[src/rtl/dmem_responder.sv]
// Data-memory responder for the pipeline memory stage: a handshaked
// load/store target with programmable wait states, RISC-V byte/half/word
// sizes, load extension, byte-lane stores and error responses.
module dmem_responder #(
  parameter int unsigned DEPTH_WORDS = 64,
  parameter int unsigned LATENCY     = 2
) (
  input  logic        clk,
  input  logic        reset,
  input  logic        req_valid,
  input  logic        req_we,
  input  logic [31:0] req_addr,
  input  logic [31:0] req_wdata,
  input  logic [1:0]  req_size,
  input  logic        req_unsigned,
  output logic        req_ready,
  output logic        resp_valid,
  output logic [31:0] resp_rdata,
  output logic        resp_err,
  output logic        busy
);

  localparam int unsigned IDX_W = (DEPTH_WORDS > 1) ? $clog2(DEPTH_WORDS) : 1;
  localparam int unsigned CNT_W = 4;
  localparam logic [CNT_W-1:0] CNT_LOAD = CNT_W'(LATENCY - 1);

  typedef enum logic [1:0] {
    ST_IDLE = 2'd0,
    ST_WAIT = 2'd1,
    ST_RESP = 2'd2
  } state_t;

  typedef struct packed {
    logic        we;
    logic [31:0] addr;
    logic [31:0] wdata;
    logic [1:0]  size;
    logic        unsgn;
  } req_t;

  state_t           state_q, state_d;
  logic [CNT_W-1:0] cnt_q, cnt_d;
  req_t             req_q, req_d;
  logic [31:0]      rdata_d;
  logic             err_d;

  logic [31:0]      mem [DEPTH_WORDS];
  logic [IDX_W-1:0] idx;
  logic [31:0]      cur_word;
  logic             acc_err;
  logic [31:0]      load_val;
  logic [31:0]      store_word;
  logic             mem_we;
  logic [31:0]      byte_shift;
  logic [31:0]      half_shift;

  assign idx      = req_q.addr[IDX_W+1:2];
  assign cur_word = mem[idx];

  // Reject illegal size, misalignment and out-of-range word index
  always_comb begin
    acc_err = 1'b0;
    case (req_q.size)
      2'b00:   acc_err = 1'b0;
      2'b01:   acc_err = req_q.addr[0];
      2'b10:   acc_err = |req_q.addr[1:0];
      default: acc_err = 1'b1;
    endcase
    if (req_q.addr[31:2] >= 30'(DEPTH_WORDS)) begin
      acc_err = 1'b1;
    end
  end

  // Select the addressed lane(s) and extend to 32 bits
  always_comb begin
    byte_shift = cur_word >> {req_q.addr[1:0], 3'b000};
    half_shift = cur_word >> {req_q.addr[1], 4'b0000};
    load_val   = cur_word;
    case (req_q.size)
      2'b00: load_val = req_q.unsgn ? {24'h0, byte_shift[7:0]}
                                    : {{24{byte_shift[7]}}, byte_shift[7:0]};
      2'b01: load_val = req_q.unsgn ? {16'h0, half_shift[15:0]}
                                    : {{16{half_shift[15]}}, half_shift[15:0]};
      default: load_val = cur_word;
    endcase
  end

  // Merge store data into the addressed lanes, keeping the other bytes
  always_comb begin
    store_word = cur_word;
    case (req_q.size)
      2'b00:   store_word[{req_q.addr[1:0], 3'b000} +: 8]  = req_q.wdata[7:0];
      2'b01:   store_word[{req_q.addr[1], 4'b0000} +: 16]  = req_q.wdata[15:0];
      default: store_word = req_q.wdata;
    endcase
  end

  // Next-state, request latch, wait counter and access execution
  always_comb begin
    state_d = state_q;
    cnt_d   = cnt_q;
    req_d   = req_q;
    rdata_d = resp_rdata;
    err_d   = resp_err;
    mem_we  = 1'b0;
    case (state_q)
      ST_IDLE: begin
        if (req_valid) begin
          req_d.we    = req_we;
          req_d.addr  = req_addr;
          req_d.wdata = req_wdata;
          req_d.size  = req_size;
          req_d.unsgn = req_unsigned;
          cnt_d       = CNT_LOAD;
          state_d     = ST_WAIT;
        end
      end
      ST_WAIT: begin
        if (cnt_q != '0) begin
          cnt_d = cnt_q - CNT_W'(1);
        end else begin
          state_d = ST_RESP;
          err_d   = acc_err;
          rdata_d = (acc_err || req_q.we) ? 32'h0 : load_val;
          mem_we  = req_q.we && !acc_err;
        end
      end
      ST_RESP: begin
        state_d = ST_IDLE;
      end
      default: begin
        state_d = ST_IDLE;
      end
    endcase
  end

  // State, latched request and registered outputs
  always_ff @(posedge clk) begin
    if (reset) begin
      state_q    <= ST_IDLE;
      cnt_q      <= '0;
      req_q      <= '0;
      resp_rdata <= 32'h0;
      resp_err   <= 1'b0;
      req_ready  <= 1'b1;
      busy       <= 1'b0;
      resp_valid <= 1'b0;
    end else begin
      state_q    <= state_d;
      cnt_q      <= cnt_d;
      req_q      <= req_d;
      resp_rdata <= rdata_d;
      resp_err   <= err_d;
      req_ready  <= (state_d == ST_IDLE);
      busy       <= (state_d != ST_IDLE);
      resp_valid <= (state_d == ST_RESP);
    end
  end

  // Storage array; contents survive reset, a reset edge blocks the commit
  always_ff @(posedge clk) begin
    if (!reset && mem_we) begin
      mem[idx] <= store_word;
    end
  end

endmodule

[config.mk]
export PLATFORM = sky130hd
export DESIGN_NAME = dmem_responder
export DESIGN_NICKNAME = d
export VERILOG_FILES = /design/src/rtl/dmem_responder.sv
export SDC_FILE = /design/constraint.sdc
export NUM_CORES = 2
export LEC_CHECK = 0
export ABC_AREA = 1
export CAP_MARGIN = 20
export CORE_ASPECT_RATIO = 2
export CORE_MARGIN = 2
export CORE_UTILIZATION = 35
export DETAILED_ROUTE_END_ITERATION = 8
export HOLD_SLACK_MARGIN = 0.1
export PLACE_DENSITY = 0.6
export SYNTH_ARGS = -nofsm -noshare
export SYNTH_HDL_FRONTEND = slang
export SYNTH_SLANG_ARGS = --single-unit
[constraint.sdc]
create_clock -name clk -period 14.25 [get_ports clk]
set_input_delay 1.425 -clock clk [delete_from_list [all_inputs] [get_ports clk]]
set_output_delay 1.425 -clock clk [all_outputs]
set_load 0.02 [all_outputs]
==> impl_metrics.csv <==
group,metric,value,unit
run_status,status,"completed",
clock_tree,numCtsBuffers,177,
clock_tree,cts_tree,"built",
detailed_routing,via_count,58960,
setup_path,critPathKind,"flip-flop to flip-flop",
grt,gr-usage-all-layers,20.64,%
cells_and_area,fillers,23080,
setup_path,path_max_fanout,141,
setup_path,end_kind,"flip-flop",
power,power.leakage,32.65,nW
clock_tree,cts_resized,0,
hold_path,hold_path.class,"flip-flop to flip-flop",
floorplanning,start_util,35.20,%
place,portBuffers,106,
clock_tree,ctsHoldBuffers,0,
place,post-place-ws,8561,ps
sta,whs,470.8,ps
clock_tree,clk_pin_slew,70,ps
detailed_routing,drc,0,
power,power_density,150.0,nW/um^2
clock_tree,cts_sinks,2164,
detailed_routing,routed_via_density,5.536,
clock_tree,clk-insertion-delay-late,860,ps
grt,grt_pass1_vias,57380,
flow_run,drv_cap,0,
setup_path,crit_path_start_kind,"flip-flop",
sta,tns,0,ps
setup_path,cp_data_arrival_time,6290,ps
sta,finalSetupViolCount,0,
detailed_routing,ant_nets,0,
grt,grt_max_degree,209,
synthesis,syn_nets,7391,
sta,fin_crit,5789,ps
floorplanning,die_w,357.5,um
grt,antenna_found_initial,8,
detailed_routing,wl,269.1,mm
cells_and_area,post_route_cells_drive_above_1_share,7.257,%
clock_tree,clk_path_buf_depth,4,
setup_path,ff2ff_setup_slack,8460,ps
sta,fin_crit_sh,40.63,%
synthesis,seq_area_frac_synth,72.95,%
place,gp_congestion,0.9709,
clock_tree,cts_root_buf,"clkbuf_16",
sta,finalHoldViolCount,0,
sta,fmax,0.1727,GHz
sta,slew_violations,0,
synthesis,yosys_register_bits,2164,
setup_path,cp.required,14750,ps
sta,tightest_slew,1180,ps
floorplanning,ios,107,
synthesis,synthArstFlopShare,0,%
clock_tree,post_cts_buffers,0,
cells_and_area,nets,7330,
floorplanning,dieArea,254200,sq um
floorplanning,core_area,248600,sq um
synthesis,avgSynthCellArea,11.96,sq um
floorplanning,die_h,711.1,um
synthesis,yosysWarnings,0,
sta,skew,71.16,ps
cells_and_area,area_growth,11.98,%
detailed_routing,wire_per_inst,25.27,um
clock_tree,h-tree-depth,4,
sta,finalWorstSetupSlack,8461,ps
grt,grt-ovfl-total,0,
place,dp_hpwl,156.3,mm
floorplanning,rows,259,
synthesis,synth_cell_types,32,
grt,grt_pass1_wl,389.1,mm
sta,max_slew_margin,21.15,%
sta,rsz0062_at_grt,"false",
power,power.total,14.70,mW
power,peakVddDrop,0.1038,mV
detailed_routing,first_pass_iters,6,
place,dp.cells,10330,
detailed_routing,drt_iter0_drc,6338,
synthesis,synth_edf_count,2048,
cells_and_area,final_cells,10650,
synthesis,syn_area,87490,sq um
synthesis,synth_flop_cell,"edfxtp_1",
synthesis,syn_inst,7313,
==> final cells by class <==
type | count | area (sq um) | area share [%]
inverter | 66 | 275.3 | 0.2810
timing repair buffer | 267 | 2795 | 2.853
tap | 3262 | 4081 | 4.166
multi-input combinational | 4576 | 21340 | 21.79
clock inverter | 107 | 1031 | 1.052
antenna | 3 | 7.507 | 0.007663
sequential | 2164 | 63840 | 65.17
clock buffer | 206 | 4591 | 4.686
==> cells by family (layout without fill, tap and decap cells) <==
group / Yosys count / after routing / share of synthesized area (%)
DFF: 2164 / 2164 / 72.95
buffers and inverters: 573 / 646 / 3.485
AOI/OAI and AO/OA: 1001 / 1001 / 6.233
and+or+nand+nor: 3568 / 3568 / 17.23
other: 0 / 3 / 0
adders and majority gates: 7 / 7 / 0.1001
==> synth_stat cells, types with 73 or more instances <==
library cell | number | area (sq um)
a21oi_1 | 106 | 530.5
nor2_1 | 660 | 2477
o22ai_1 | 269 | 1683
nand2_1 | 1586 | 5953
nand3_1 | 1304 | 6526
buf_4 | 112 | 840.8
edfxtp_1 | 2048 | 61500
clkbuf_1 | 128 | 480.5
o21ai_0 | 518 | 2592
o21ai_1 | 73 | 365.4
dfxtp_1 | 116 | 2322
buf_2 | 183 | 915.9
==> registers in the layout, indices dropped and copies added, names as in the netlist, named ones only <==
name and count:
busy 1, cnt_q 4, idx 6, mem 2048
req_q 62, req_ready 1, resp_err 1, resp_rdata 32
resp_valid 1, state_q 2
==> metrics by stage <==
stage / util, % / instance area, sq um
after floorplan: - / 87490
after global placement: 36.93 / 91790
after detailed placement: 37.13 / 92280
after CTS: 39.39 / 97900
after global routing: 39.41 / 97960
final: 39.42 / 97970
==> path summary, 6_finish.rpt <==
check                      from             to  cells after the start
setup / recovery      flip-flop    mem[11][22]                     15
hold reg to reg   resp_rdata[1]  resp_rdata[1]                      2
hold / removal    resp_rdata[1]  resp_rdata[1]                      2
setup reg to reg      flip-flop    mem[11][22]                     15
==> cells in the final DEF (no fill, tap or decap), drive strengths merged, types with 70 or more instances in the layout <==
master            n
inv              70
nor2            660
buf             161
dfxtp           116
clkinv           71
nand2          1589
clkdlybuf4s50   106
clkbuf          206
o22ai           269
nand3          1305
a21oi           106
o21ai           591
edfxtp         2048
==> metal layers <==
metal,part of all wire (%),global-route usage (%)
met1,35,23.15
met2,50,35.95
met3,6.7,2.521
met4,8.2,14.84
met5,0.014,0
==> worst max-delay path, cell delays in order (launching register included) <==
cell and delay, ps:
dfxtp_4 610, buf_12 440, buf_4 620, buf_4 470, buf_4 520, o21ai_1 150, o22ai_1 190, nand2_1 70
nand3_1 110, nand3_1 200, nand3_1 520, nand2_1 190, inv_2 110, o21ai_0 100, nand3_2 110, buf_4 660
==> report_power, final <==
part           internal [mW]  switching, mW
Combinational          0.439           1.81
Clock                   2.63           2.28
Sequential              7.49         0.0467
(Power assumes the default switching activity.)
